$ cat src/rtl/spi_pkg.sv
// Shared SPI definitions: responder FSM states, default sizes
// and the mode-0 clock constants used by both link ends.
package spi_pkg;
  typedef enum logic {
    IDLE,
    SHIFT
  } state_t;

  localparam int DATA_WIDTH_DEF = 8;
  localparam int SYNC_STAGES_DEF = 2;
  localparam logic CPOL = 1'b0;
  localparam logic CPHA = 1'b0;
endpackage

$ cat src/rtl/spi_sync_edge.sv
// Multi-flop synchroniser with a history flop that yields
// single-cycle rise/fall strobes in the i_clk domain.
module spi_sync_edge
  import spi_pkg::*;
#(
  parameter int   SYNC_STAGES = SYNC_STAGES_DEF,
  parameter logic RST_VAL     = 1'b0
) (
  input  logic i_clk,
  input  logic i_rst,
  input  logic i_d,
  output logic o_level,
  output logic o_rise,
  output logic o_fall
);
  logic [SYNC_STAGES-1:0] r_sync;
  logic                   r_hist;

  always_ff @(posedge i_clk or posedge i_rst) begin
    if (i_rst) begin
      r_sync <= {SYNC_STAGES{RST_VAL}};
      r_hist <= RST_VAL;
    end else begin
      r_sync <= {r_sync[SYNC_STAGES-2:0], i_d};
      r_hist <= r_sync[SYNC_STAGES-1];
    end
  end

  assign o_level = r_sync[SYNC_STAGES-1];
  assign o_rise  = o_level & ~r_hist;
  assign o_fall  = ~o_level & r_hist;
endmodule

$ cat src/rtl/spi_peripheral.sv
// Mode-0 SPI responder: oversampled SCLK/CS_n/MOSI, byte RX
// pulse interface and a single-entry TX holding buffer.
module spi_peripheral
  import spi_pkg::*;
#(
  parameter int DATA_WIDTH  = DATA_WIDTH_DEF,
  parameter int SYNC_STAGES = SYNC_STAGES_DEF
) (
  input  logic                  i_clk,
  input  logic                  i_rst,
  input  logic                  i_sclk,
  input  logic                  i_cs_n,
  input  logic                  i_mosi,
  output logic                  o_miso,
  output logic                  o_miso_oe,
  input  logic [DATA_WIDTH-1:0] i_tx_data,
  input  logic                  i_tx_valid,
  output logic                  o_tx_ready,
  output logic [DATA_WIDTH-1:0] o_rx_data,
  output logic                  o_rx_valid,
  output logic                  o_tx_underrun,
  output logic                  o_busy
);
  localparam int CW = $clog2(DATA_WIDTH);
  localparam logic [CW-1:0] LAST = CW'(DATA_WIDTH - 1);

  logic w_sclk_rise, w_sclk_fall, w_sclk_unused_lvl;
  logic w_cs_rise, w_cs_fall, w_cs_unused_lvl;
  logic w_mosi, w_mosi_unused_rise, w_mosi_unused_fall;

  spi_sync_edge #(.SYNC_STAGES(SYNC_STAGES), .RST_VAL(1'b0)) u_sclk (
    .i_clk(i_clk), .i_rst(i_rst), .i_d(i_sclk),
    .o_level(w_sclk_unused_lvl), .o_rise(w_sclk_rise), .o_fall(w_sclk_fall)
  );
  spi_sync_edge #(.SYNC_STAGES(SYNC_STAGES), .RST_VAL(1'b1)) u_cs (
    .i_clk(i_clk), .i_rst(i_rst), .i_d(i_cs_n),
    .o_level(w_cs_unused_lvl), .o_rise(w_cs_rise), .o_fall(w_cs_fall)
  );
  spi_sync_edge #(.SYNC_STAGES(SYNC_STAGES), .RST_VAL(1'b0)) u_mosi (
    .i_clk(i_clk), .i_rst(i_rst), .i_d(i_mosi),
    .o_level(w_mosi), .o_rise(w_mosi_unused_rise), .o_fall(w_mosi_unused_fall)
  );

  // Sample/drive edges follow the shared mode constants.
  logic w_sample, w_drive;
  assign w_sample = (CPOL == CPHA) ? w_sclk_rise : w_sclk_fall;
  assign w_drive  = (CPOL == CPHA) ? w_sclk_fall : w_sclk_rise;

  state_t r_state, w_next;
  logic [DATA_WIDTH-1:0] r_tx_shift, r_buf, r_rx_data;
  logic [DATA_WIDTH-2:0] r_rx_shift;
  logic [CW-1:0]         r_cnt;
  logic r_buf_full, r_done, r_rx_valid, r_underrun;
  logic w_load, w_rx_shift, w_tx_shift, w_enter, w_exit, w_accept;

  always_ff @(posedge i_clk or posedge i_rst) begin
    if (i_rst) r_state <= IDLE;
    else       r_state <= w_next;
  end

  always_comb begin
    w_next     = r_state;
    w_load     = 1'b0;
    w_rx_shift = 1'b0;
    w_tx_shift = 1'b0;
    w_enter    = 1'b0;
    w_exit     = 1'b0;
    unique case (r_state)
      IDLE: begin
        if (w_cs_fall) begin
          w_next  = SHIFT;
          w_load  = 1'b1;
          w_enter = 1'b1;
        end
      end
      SHIFT: begin
        if (w_cs_rise) begin
          w_next = IDLE;
          w_exit = 1'b1;
        end else if (w_sample) begin
          w_rx_shift = 1'b1;
        end else if (w_drive) begin
          if (r_cnt == '0 && r_done) w_load = 1'b1;
          else                       w_tx_shift = 1'b1;
        end
      end
      default: w_next = IDLE;
    endcase
  end

  assign w_accept = i_tx_valid & ~r_buf_full;

  always_ff @(posedge i_clk or posedge i_rst) begin
    if (i_rst) begin
      r_tx_shift <= '0;
      r_buf      <= '0;
      r_buf_full <= 1'b0;
      r_rx_shift <= '0;
      r_rx_data  <= '0;
      r_rx_valid <= 1'b0;
      r_underrun <= 1'b0;
      r_cnt      <= '0;
      r_done     <= 1'b0;
    end else begin
      r_rx_valid <= 1'b0;
      r_underrun <= 1'b0;
      if (w_load) begin
        if (r_buf_full) begin
          r_tx_shift <= r_buf;
        end else begin
          r_tx_shift <= '0;
          r_underrun <= 1'b1;
        end
      end else if (w_tx_shift) begin
        r_tx_shift <= {r_tx_shift[DATA_WIDTH-2:0], 1'b0};
      end else if (w_exit) begin
        r_tx_shift <= '0;
      end
      // A same-cycle write lands after the load has seen the old state.
      if (w_accept) begin
        r_buf      <= i_tx_data;
        r_buf_full <= 1'b1;
      end else if (w_load) begin
        r_buf_full <= 1'b0;
      end
      if (w_enter) begin
        r_cnt      <= '0;
        r_done     <= 1'b0;
        r_rx_shift <= '0;
      end
      if (w_rx_shift) begin
        r_rx_shift <= {r_rx_shift[DATA_WIDTH-3:0], w_mosi};
        if (r_cnt == LAST) begin
          r_cnt      <= '0;
          r_done     <= 1'b1;
          r_rx_data  <= {r_rx_shift, w_mosi};
          r_rx_valid <= 1'b1;
        end else begin
          r_cnt <= r_cnt + 1'b1;
        end
      end
    end
  end

  assign o_miso        = r_tx_shift[DATA_WIDTH-1];
  assign o_miso_oe     = (r_state == SHIFT);
  assign o_busy        = (r_state == SHIFT);
  assign o_tx_ready    = ~r_buf_full;
  assign o_rx_data     = r_rx_data;
  assign o_rx_valid    = r_rx_valid;
  assign o_tx_underrun = r_underrun;
endmodule
$ cat config.mk
export PLATFORM = sky130hd
export DESIGN_NAME = spi_peripheral
export DESIGN_NICKNAME = d
export VERILOG_FILES = /design/src/rtl/spi_pkg.sv /design/src/rtl/spi_sync_edge.sv /design/src/rtl/spi_peripheral.sv
export SDC_FILE = /design/constraint.sdc
export NUM_CORES = 1
export LEC_CHECK = 0
export CORE_MARGIN = 2
export CORE_UTILIZATION = 43
export DETAILED_ROUTE_END_ITERATION = 12
export GPL_ROUTABILITY_DRIVEN = 0
export PLACE_DENSITY = 0.71
export SLEW_MARGIN = 30
export SYNTH_ARGS = -nofsm -noshare
export SYNTH_HDL_FRONTEND = slang
export SYNTH_SLANG_ARGS = --single-unit
$ cat constraint.sdc
create_clock -name i_clk -period 4.2 [get_ports i_clk]
set_clock_uncertainty 0.1 [all_clocks]
set_input_delay 0.84 -clock i_clk [delete_from_list [all_inputs] [get_ports i_clk]]
set_output_delay 0.84 -clock i_clk [all_outputs]
set_load 0.005 [all_outputs]
==> results of run 1 <==
==> synth_stat cells, types with 2 or more instances <==
library cell	instances
ha_1	3
dfrtp_1	44
dfstp_2	3
clkbuf_1	4
nand3_1	11
nand2_1	28
mux2_2	23
inv_1	12
o22ai_1	8
nor2b_1	2
nand2b_1	2
==> flip-flops by register name, indices dropped and copies added, names as in the netlist <==
register	flops
o_busy	1
o_tx_underrun	1
u_sclk.r_sync	2
r_buf_full	1
u_cs.r_hist	1
u_sclk.r_hist	1
o_rx_valid	1
u_mosi.r_sync	2
r_done	1
o_rx_data	8
r_rx_shift	7
r_cnt	3
r_buf	8
u_cs.r_sync	2
r_tx_shift	8
==> cell families after synthesis <==
logic type | synth area share (%)
AO/OA/AOI/OAI | 4.89
adder cells (fa/ha/maj) | 1.96
multiplexers | 13.5
flip-flops | 61.5
buffers and inverters | 3.98
AND/OR/NAND/NOR | 14.2
==> layout make-up <==
cell class | instances | area (sq um)
inverters | 13 | 48.8
well taps | 52 | 65.1
repair buffers | 28 | 278
clock buffers | 8 | 100
multi-input cells | 91 | 663
flip-flops and latches | 47 | 1180
fillers | 365 | 1990
==> through the flow <==
step | hold WS, ns | power, mW
finish | 0.252 | 1.06
global route | 0.267 | 1.13
CTS | 0.256 | 1.07
detailed placement | 0.238 | 0.784
global placement | 0.235 | 0.766
floorplan | 0.231 | 0.717
==> metal layers <==
layer / GRT usage, % / vias to the layer above / routed length [um]
met1: 16.7 / 581 / 1380
met5: 0 / - / 0
met4: 6.92 / 0 / 52
met3: 3.42 / 7 / 147
li1: - / 585 / -
met2: 24.6 / 34 / 1600
==> worst min path at each step <==
stage | end | cells after the start | slack (ns)
finish | u_sclk.r_sync[1]$_DFF_PP0_ | 0 | 0.25
detailed placement | u_sclk.r_sync[1]$_DFF_PP0_ | 0 | 0.24
floorplan | u_mosi.r_sync[1]$_DFF_PP0_ | 0 | 0.23
CTS | u_sclk.r_sync[1]$_DFF_PP0_ | 0 | 0.26
global route | u_cs.r_sync[1]$_DFF_PP1_ | 0 | 0.27
global placement | u_sclk.r_sync[1]$_DFF_PP0_ | 0 | 0.23
==> power breakdown <==
| part | internal, mW | total (mW) | leakage (nW) | switching (mW) |
|---|---|---|---|---|
| registers | 0.526 | 0.583 | 0.605 | 0.0571 |
| logic | 0.109 | 0.188 | 0.458 | 0.0798 |
| clock network | 0.150 | 0.289 | 0.0515 | 0.139 |
| total | 0.785 | 1.06 | 1.11 | 0.276 |
==> results.json, run 1 <==
{
  "yosys-top-cells-area": "dfrtp_1 (57%), mux2_2 (13%), nand2_1 (5.5%)",
  "reg2reg_to": "o_rx_data[2]$_DFFE_PP0P_",
  "rsz0062_at_grt": "no",
  "critPathLaunch": "r_buf_full$_DFFE_PP0P_",
  "via_per_inst": 5.05,
  "die_width_um": 70.8,
  "dp_cells": 231,
  "critPathCaptureType": "output port",
  "cts_sinks": 47,
  "path_cells": "inv_1, clkdlybuf4s50_1",
  "clk_root_buffer_cell": "clkbuf_8",
  "fin_area_sq_um": 2330,
  "yosysTopAreaCellShare_pct": 57.4,
  "clk_pin_slew_ns": 0.08,
  "syn_area_per_cell_sq_um": 12.2,
  "overflow": 0,
  "postRouteAntennaNets": 0,
  "r2r_slack_ns": 2.14,
  "dr.first_iter.drc_count": 48,
  "fmax_mhz": 428,
  "synth_area_sq_um": 1920,
  "r2r_cells": 4,
  "max_cap_violations": 0,
  "io_buffers": 27,
  "grt_max_degree": 48,
  "synth_nets": 174,
  "antenna_cells": 0,
  "powerDensity_nw_per_um2": 454,
  "setup_viol": 0,
  "std_cell_rows": 24,
  "layout_commonest_cell": "dfrtp_1",
  "postCtsHoldBufs": 0,
  "cts-resized-gates": 0,
  "final_cell_mix": "dfrtp_1 (44), nand2_1 (28), clkdlybuf4s50_1 (27)",
  "crit_arrival_ns": 1.40,
  "reg2reg_from": "u_cs.r_hist$_DFF_PP1_",
  "final_layout_size_suffix_gt1_share_pct": 20.9,
  "finalNonFillerCells": 239,
  "synth-main-ff-cell": "dfrtp_1",
  "groute.usage.overall_pct": 14.3,
  "drtPass1Iterations": 4,
  "initial_core_util_pct": 44.4,
  "post-route-util_pct": 54.0,
  "setup_tns_ns": 0,
  "worst-path-stages": 2,
  "crit_path_end": "o_tx_ready",
  "async_flop_share_pct": 100,
  "status": "completed",
  "worstSkewPairLatency_ns": 0.30,
  "layout_setup_ws_ns": 1.86,
  "drc": 0,
  "cpMaxStageDelayCell": "dfrtp_1",
  "cts_buffer_depth": 2,
  "synth-seq-area-share_pct": 61.5,
  "syn_to_final_growth_pct": 21.6,
  "max_slew.worst_pin.slew_ns": 0.692,
  "cts_setup_buffers": 0,
  "synth_area_leader_cell": "dfrtp_1",
  "grt_pass1_wl_mm": 5.62,
  "cts_buffers": 5,
  "fin_crit_sh_pct": 55.6,
  "wl_mm": 3.19,
  "crit_buf_inv": 2,
  "max-vdd-ir-drop_uv": 293,
  "yosysUniqueCellTypes": 28,
  "nNetsFinal": 203,
  "h-tree-depth": 2,
  "syn_inst": 157,
  "worstPathRequired_ns": 3.26,
  "max_stage_delay_ns": 0.51,
  "placed_area_sq_um": 2230,
  "min_from": "u_sclk.r_sync[0]$_DFF_PP0_",
  "crit_type": "reg -> out",
  "final_max_slew_viol_count": 0,
  "yosys_register_bits": 47,
  "synth_warnings": 0,
  "cts_tree": "done",
  "critPathMaxFanout": 12,
  "cpLargestDelayFamily": "buffers and inverters",
  "die_area_sq_um": 5010,
  "hold_viol": 0,
  "chipHeight_um": 70.8,
  "slew-limit-headroom_pct": 53.7,
  "leakagePower_nw": 1.11,
  "io_pins": 28,
  "grt_pass1_vias": 1249,
  "vias": 1207,
  "start_kind": "flip-flop",
  "min_path_type": "reg -> reg",
  "fp.coreArea_sq_um": 4320,
  "routedWlPerCell_um": 13.3,
  "synth_edf_count": 0,
  "min_period_ns": 2.34,
  "dp_hpwl_mm": 2.23,
  "grt_antenna_before_repair": 0,
  "pre_cts_slack_ns": 1.69
}
No activity file was read; power rests on OpenSTA's default activity.
==> run 2, diff against run 1 <==
==> constraint.sdc (replaced) <==
create_clock -name i_clk -period 2.2 [get_ports i_clk]
set_clock_uncertainty 0.1 [all_clocks]
set_input_delay 0.44 -clock i_clk [delete_from_list [all_inputs] [get_ports i_clk]]
set_output_delay 0.44 -clock i_clk [all_outputs]
set_load 0.005 [all_outputs]
==> results.json, run 2 (synthesized netlist as in run 1, its figures left out) <==
{
  "postCtsHoldBufs": 0,
  "drtPass1Iterations": 4,
  "post-route-util_pct": 54.8,
  "initial_core_util_pct": 44.4,
  "cts_sinks": 47,
  "final_layout_size_suffix_gt1_share_pct": 22.5,
  "min_path_type": "reg -> reg",
  "min_from": "u_mosi.r_sync[0]$_DFF_PP0_",
  "use_met3_pct": 5.27,
  "hold_viol": 0,
  "io_pins": 28,
  "cts_buffers": 5,
  "cts_setup_buffers": 0,
  "via_per_inst": 5.05,
  "nNetsFinal": 207,
  "worstSkewPairLatency_ns": 0.30,
  "critPathMaxFanout": 12,
  "clk_pin_slew_ns": 0.08,
  "grt_pass1_vias": 1360,
  "min_period_ns": 1.94,
  "leakagePower_nw": 1.14,
  "placed_area_sq_um": 2280,
  "std_cell_rows": 24,
  "syn_to_final_growth_pct": 23.4,
  "max_slew.worst_pin.slew_ns": 0.467,
  "dr.first_iter.drc_count": 48,
  "grt_antenna_before_repair": 0,
  "pre_cts_slack_ns": 0.388,
  "io_buffers": 27,
  "drc": 0,
  "final_max_slew_viol_count": 0,
  "wl_mm": 3.34,
  "crit_arrival_ns": 1.40,
  "grt-busiest-layer": "met2",
  "die_area_sq_um": 5010,
  "fin_area_sq_um": 2370,
  "holdWs_ns": 0.258,
  "vias": 1226,
  "clk_root_buffer_cell": "clkbuf_8",
  "critPathCaptureType": "output port",
  "groute.usage.overall_pct": 15.4,
  "grt_pass1_wl_mm": 6.03,
  "final_cell_mix": "dfrtp_1 (44), nand2_1 (28), clkdlybuf4s50_1 (27)",
  "postRouteAntennaNets": 0,
  "fp.coreArea_sq_um": 4320,
  "h-tree-depth": 2,
  "gr-usage-met1_pct": 16.7,
  "cts_buffer_depth": 2,
  "worstPathRequired_ns": 1.66,
  "finalNonFillerCells": 243,
  "critPathLaunch": "r_buf_full$_DFFE_PP0P_",
  "rsz0062_at_grt": "no",
  "dp_hpwl_mm": 2.54,
  "start_kind": "flip-flop",
  "dp_cells": 235,
  "fin_crit_sh_pct": 88.2,
  "use_met2_pct": 27.1,
  "layout_commonest_cell": "dfrtp_1",
  "layout_setup_ws_ns": 0.260,
  "grt_max_degree": 27,
  "status": "completed",
  "max_cap_violations": 0,
  "powerDensity_nw_per_um2": 848,
  "crit_type": "reg -> out",
  "overflow": 0,
  "slew-limit-headroom_pct": 68.7,
  "max-vdd-ir-drop_uv": 485,
  "fmax_mhz": 515,
  "routedWlPerCell_um": 13.7,
  "die_width_um": 70.8,
  "p_total_mw": 2.01,
  "setup_tns_ns": 0,
  "reg2reg_from": "u_cs.r_hist$_DFF_PP1_",
  "chipHeight_um": 70.8,
  "cts_tree": "done",
  "antenna_cells": 0,
  "cts-resized-gates": 0,
  "setup_viol": 0
}
run 2: cell types whose count changed in the layout (fill, tap and decap cells not counted), sizes merged:
cell / change
clkbuf: -1
buf: +4
clkinv: +1
run 2: final cells by class:
cell class                      count  area [sq um]
Timing Repair Buffer               32           320
Multi-Input combinational cell     91           663
Sequential cell                    47          1180
Tap cell                           52          65.1
Fill cell                         371          1960
Clock inverter                      1          5.00
Inverter                           13          48.8
Clock buffer                        7          86.3
run 2: critical path: stages (launching register included):
cell and delay, ns:
dfrtp_1 0.51, inv_1 0.10, clkdlybuf4s50_1 0.50
run 2: path summary, 6_finish.rpt:
kind                                              end  slack (ns)  depth (start not counted)
max reg2reg                 r_tx_shift[7]$_DFFE_PP0P_        0.38                          4
max in group asynchronous       u_cs.r_hist$_DFF_PP1_        1.17                          3
min in group asynchronous        r_buf[7]$_DFFE_PP0P_        0.28                          2
min                        u_mosi.r_sync[1]$_DFF_PP0_        0.26                          0
max                                        o_tx_ready        0.26                          2
min reg2reg                u_mosi.r_sync[1]$_DFF_PP0_        0.26                          0
run 2: metal layers:
layer / vias to the layer above / share of wire [%]
met5: - / 0
met1: 595 / 41
met3: 7 / 4.6
li1: 593 / -
met4: 0 / 2.0
met2: 31 / 52
run 2: power by group:
part	internal (mW)	total, mW	switching [mW]
combinational	0.219	0.376	0.157
sequential	1.00	1.11	0.108
clock	0.253	0.520	0.266
